$ cat src/rtl/decouple_fifo_if.sv
// DTI channel bundle: data qualified by valid, accepted by ready.
// The master drives data/valid; the slave drives ready.
interface decouple_fifo_if #(
  parameter int DIN = 16
);
  logic [DIN-1:0] data;
  logic           valid;
  logic           ready;

  modport master (output data, output valid, input ready);
  modport slave  (input data, input valid, output ready);
endinterface

$ cat src/rtl/decouple_fifo.sv
// DEPTH-entry elastic buffer on a DTI channel with optional fall-through.
// din.ready comes from registered state only, so no ready path crosses it.
module decouple_fifo #(
  parameter int DIN         = 16,
  parameter int DEPTH       = 2,
  parameter int FALLTHROUGH = 0
) (
  input  logic                   clk,
  input  logic                   rst,
  decouple_fifo_if.slave         din,
  decouple_fifo_if.master        dout,
  output logic [$clog2(DEPTH):0] count
);
  localparam int AW = $clog2(DEPTH);
  localparam int PW = AW + 1;
  localparam bit FT = (FALLTHROUGH != 0);

  // Handshake: a word moves on a rising edge where valid && ready are both 1;
  // once valid is raised, valid and data hold until that edge.
  logic [DIN-1:0] mem [DEPTH];
  logic [PW-1:0]  wr_q, wr_d;
  logic [PW-1:0]  rd_q, rd_d;
  logic [PW-1:0]  count_q, count_d;
  logic           rdy_en_q;

  logic empty, full;
  logic push_hs, pop_hs, bypass, do_push, do_pop;

  assign empty = (wr_q == rd_q);
  assign full  = (wr_q[AW-1:0] == rd_q[AW-1:0]) && (wr_q[AW] != rd_q[AW]);

  assign din.ready  = !full && rdy_en_q;
  // Fall-through is gated by the ready-enable so nothing appears on dout in reset.
  assign dout.valid = !empty || (FT && din.valid && rdy_en_q);
  assign dout.data  = (FT && empty) ? din.data : mem[rd_q[AW-1:0]];

  assign push_hs = din.valid && din.ready;
  assign pop_hs  = dout.valid && dout.ready;
  assign bypass  = FT && empty && push_hs && pop_hs;
  assign do_push = push_hs && !bypass;
  assign do_pop  = pop_hs && !bypass && !empty;

  always_comb begin
    wr_d    = wr_q;
    rd_d    = rd_q;
    count_d = count_q;
    if (do_push) wr_d = wr_q + 1'b1;
    if (do_pop)  rd_d = rd_q + 1'b1;
    if (do_push && !do_pop)      count_d = count_q + 1'b1;
    else if (do_pop && !do_push) count_d = count_q - 1'b1;
  end

  always_ff @(posedge clk or negedge rst) begin
    if (!rst) begin
      wr_q     <= '0;
      rd_q     <= '0;
      count_q  <= '0;
      rdy_en_q <= 1'b0;
    end else begin
      wr_q     <= wr_d;
      rd_q     <= rd_d;
      count_q  <= count_d;
      rdy_en_q <= 1'b1;
    end
  end

  // Storage carries no reset; only pointer-covered entries are ever read.
  always_ff @(posedge clk) begin
    if (do_push) mem[wr_q[AW-1:0]] <= din.data;
  end

  assign count = count_q;
endmodule
$ cat src/flat_wrapper.sv
// flat-port wrapper written by rule: the top's interface ports become plain ports
module decouple_fifo_flat 
#(
  parameter int DIN         = 16,
  parameter int DEPTH       = 2,
  parameter int FALLTHROUGH = 0
)
  (clk, rst, count, din_data, din_valid, din_ready, dout_data, dout_valid, dout_ready);
  decouple_fifo_if #(.DIN(DIN)) din_i ();
  decouple_fifo_if #(.DIN(DIN)) dout_i ();
  input  logic clk;
  input  logic rst;
  output logic [$clog2(DEPTH):0] count;
  input wire logic [$bits(din_i.data)-1:0] din_data;
  input wire logic [$bits(din_i.valid)-1:0] din_valid;
  output wire logic [$bits(din_i.ready)-1:0] din_ready;
  output wire logic [$bits(dout_i.data)-1:0] dout_data;
  output wire logic [$bits(dout_i.valid)-1:0] dout_valid;
  input wire logic [$bits(dout_i.ready)-1:0] dout_ready;
  assign din_i.data = din_data;
  assign din_i.valid = din_valid;
  assign din_ready = din_i.ready;
  assign dout_data = dout_i.data;
  assign dout_valid = dout_i.valid;
  assign dout_i.ready = dout_ready;
  decouple_fifo #(.DIN(DIN), .DEPTH(DEPTH), .FALLTHROUGH(FALLTHROUGH)) u_core (.clk(clk), .rst(rst), .din(din_i), .dout(dout_i), .count(count));
endmodule
$ cat config.mk
export PLATFORM = sky130hd
export DESIGN_NAME = decouple_fifo_flat
export DESIGN_NICKNAME = d
export VERILOG_FILES = /design/src/rtl/decouple_fifo_if.sv /design/src/rtl/decouple_fifo.sv /design/src/flat_wrapper.sv
export SDC_FILE = /design/constraint.sdc
export NUM_CORES = 1
export LEC_CHECK = 0
export ABC_AREA = 1
export CORE_MARGIN = 1
export CORE_UTILIZATION = 35
export CTS_BUF_LIST = sky130_fd_sc_hd__clkbuf_8 sky130_fd_sc_hd__clkbuf_16
export DETAILED_ROUTE_END_ITERATION = 6
export RECOVER_POWER = 50
export SLEW_MARGIN = 30
export SYNTH_ARGS = -nofsm -noshare
export SYNTH_HDL_FRONTEND = slang
export SYNTH_SLANG_ARGS = --single-unit
$ cat constraint.sdc
create_clock -name clk -period 1.85 [get_ports clk]
set_input_delay 0.4625 -clock clk [delete_from_list [all_inputs] [get_ports clk]]
set_output_delay 0.4625 -clock clk [all_outputs]
set_load 0.05 [all_outputs]
==> impl_metrics.env, run 1 <==
export IMPL_yosysSeqAreaShare_pct=72.6
export IMPL_irDropWorstVdd_mv=0.867
export IMPL_synthesis_nets=154
export IMPL_cts_tree="yes"
export IMPL_initial_utilization_pct=37.8
export IMPL_r2r_start="u_core.wr_q[1]"
export IMPL_gp_congestion=0.827
export IMPL_endpoint_kind="output port"
export IMPL_hold_viol_final=0
export IMPL_maxSlewViolCount=0
export IMPL_finalCritPeriodShare_pct=97.1
export IMPL_clock_fmax_ghz=0.557
export IMPL_clkTransAtPathRegs_ps=70
export IMPL_die_h_um=68.9
export IMPL_rsz0062_at_grt="yes"
export IMPL_critical_path_cell_chain="inv_1 > nand2_1 > nand2_1 > nand2_2 > nand2_1 > inv_1 > buf_12"
export IMPL_ant_nets=0
export IMPL_fin_area_um2=2160
export IMPL_routed_wl_mm=2.87
export IMPL_numCtsBuffers=5
export IMPL_holdCritStartpoint="u_core.count[1]"
export IMPL_grt_usage_pct=14.5
export IMPL_vias=1056
export IMPL_num_antenna_cells=0
export IMPL_coreArea_um2=4140
export IMPL_insertion_delay_ps=290
export IMPL_clock_root_buffer="clkbuf_8"
export IMPL_synth_top_area_share_pct=61.4
export IMPL_worst_slew_pin_slew_ps=593
export IMPL_holdPathStages=1
export IMPL_h_tree_depth=2
export IMPL_reg2reg_slack_ps=210
export IMPL_clock_skew_ps=2.80
export IMPL_cp_required_ps=1390
export IMPL_yosysUniqueCellTypes=21
export IMPL_fin_util_pct=52.1
export IMPL_synth_area_leaders="edfxtp_1, nand2_1, dfrtp_1"
export IMPL_netlist_area_um2=1570
export IMPL_synth_seq_cells=39
export IMPL_hpwl_mm=2.04
export IMPL_syn_avg_cell_area_um2=11.8
export IMPL_status="complete, no violations"
export IMPL_dieArea_um2=4740
export IMPL_overflow=0
export IMPL_clockBufferDepth=2
export IMPL_dieWidth_um=68.9
export IMPL_drive_above_1_share_pct=22.2
export IMPL_grt_max_degree=18
export IMPL_critPathMostFrequentCell="nand2_1"
export IMPL_hold_path_class="flip-flop to flip-flop"
export IMPL_grt_pass1_wl_mm=4.64
export IMPL_dr_pass1_iters=4
export IMPL_vias_per_cell=4.49
export IMPL_syn_to_final_growth_pct=38.0
export IMPL_slew_headroom_pct=60.7
export IMPL_critPathKind="flip-flop to output port"
export IMPL_p_leak_nw=0.950
export IMPL_post_route_drc_count=0
export IMPL_drtIter0Drc=40
export IMPL_port_buffers=39
export IMPL_reg2reg_depth=7
export IMPL_cp_max_fo=4
export IMPL_setup_viol=0
export IMPL_cts_sinks=39
export IMPL_startpoint="u_core.wr_q[1]"
export IMPL_grt_antenna_before_repair=0
export IMPL_io_pins=40
export IMPL_yosys_area_top_type="edfxtp_1"
export IMPL_row_count=23
export IMPL_grt_pass1_vias=1013
export IMPL_start_kind="flip-flop"
export IMPL_slowest_stage="dfrtp_1"
export IMPL_nets=205
export IMPL_yosysWarnings=0
export IMPL_synth_cells=133
export IMPL_power_density_nw_per_um2=1770
export IMPL_cpPeakStageDelay_ps=400
export IMPL_post_dp_cell_area_um2=2080
export IMPL_fin_crit_ps=1800
export IMPL_max_cap_violations=0
export IMPL_power_mw=3.82
export IMPL_critPathArrivalTime_ps=1330
export IMPL_wl_per_cell_um=12.2
-- cells in the final DEF (no fill, tap or decap), types with 2 or more instances in the layout --
cell,Yosys,layout
buf_12,0,6
buf_4,0,18
clkbuf_1,1,2
clkbuf_8,0,5
clkdlybuf4s50_1,0,2
dfrtp_1,7,7
dlygate4sd3_1,0,17
edfxtp_1,32,32
inv_1,7,8
inv_2,1,2
nand2_1,66,66
nand2_2,2,2
nand3_1,2,2
nand4_1,2,2
xnor2_1,2,2
-- stage by stage --
stage / cells / hold slack (ps) / setup TNS (ps) / setup WS (ps)
4_1_cts: 233 / 447 / 0 / 19.5
3_3_place_gp: 225 / 461 / 0 / 25.4
5_1_grt: 235 / 518 / -44.7 / -44.7
2_1_floorplan: 133 / 167 / 0 / 169
3_5_place_dp: 225 / 472 / 0 / 7.41
6_report: 235 / 469 / 0 / 53.7
-- kinds of logic after synthesis --
kind of cell,after synthesis,synth area share [%]
adders and majority gates,1,0.799
xor gates and xnor gates,3,1.68
and+or+nand+nor,77,21.2
buffers and inverters,11,3.20
other,1,0.240
DFF,39,72.6
AOI/OAI and AO/OA,1,0.319
-- where the power goes --
| group | total [mW] | switching (mW) | leakage (nW) | internal [mW] |
|---|---|---|---|---|
| sequential | 1.22 | 0.0856 | 0.377 | 1.13 |
| clock | 0.526 | 0.273 | 0.0505 | 0.253 |
| combinational | 2.08 | 1.37 | 0.523 | 0.716 |
| total | 3.82 | 1.72 | 0.950 | 2.10 |
-- registers in the layout, indices dropped and copies added, names as in the netlist --
signal	flops
u_core.wr_q	2
u_core.count	2
u_core.mem	32
u_core.rdy_en_q	1
u_core.rd_q	2
-- metal layers --
metal	global-route usage [%]	vias up	part of all wire, %	wire length [um]
met5	0	-	0	0
met4	8.42	0	2.2	64
met3	5.26	8	7.2	206
met2	23.5	34	49	1400
met1	16.4	481	42	1210
li1	-	533	-	-
-- synthesized netlist by cell type (all sizes together) --
| library cell | number |
|---|---|
| a21oi | 1 |
| buf | 2 |
| clkbuf | 1 |
| conb | 1 |
| dfrtp | 7 |
| edfxtp | 32 |
| ha | 1 |
| inv | 8 |
| nand2 | 69 |
| nand3 | 4 |
| nand4 | 2 |
| nor2 | 1 |
| or2 | 1 |
| xnor2 | 2 |
| xor2 | 1 |
-- path summary, 6_finish.rpt --
| path | end |
|---|---|
| worst max-delay path | din_ready |
| worst min-delay path | u_core.count[1] |
| worst max register to register | u_core.mem[0][7] |
| worst min register to register | u_core.count[1] |
| max in group asynchronous | u_core.rdy_en_q |
| min in group asynchronous | u_core.count[0] |
-- timing repair --
action	4_1_cts	5_1_grt
resized for setup	1	1
hold buffers	0	0
buffers inserted	0	2
endpoints found under the setup margin	1	15
-- cell type report --
class	instances	area [um2]
Clock buffer	5	68.8
Clock inverter	3	12.5
Fill cell	380	1980
Inverter	8	30.0
Multi-Input combinational cell	83	382
Sequential cell	39	1140
Tap cell	50	62.6
Timing Repair Buffer	47	469
-- worst max-delay path, delay by kind of cell, from the launching register on --
kind	cells	cell delay [ps]
DFF	1	400
and+or+nand+nor	4	350
buffers and inverters	3	300
No activity file was read; power rests on OpenSTA's default activity.
==> run 2: changes to the inputs <==
Settings changed: CAP_MARGIN set to 20, SKIP_CTS_REPAIR_TIMING set to 1.
==> results of run 2 <==
Same layout as run 1: the final DEF is identical, and so are final timing and power.
==> run 3: changes to the inputs <==
Settings changed: SKIP_LAST_GASP set to 1.
==> results of run 3 <==
Same layout as run 1: the final DEF is identical, and so are final timing and power.
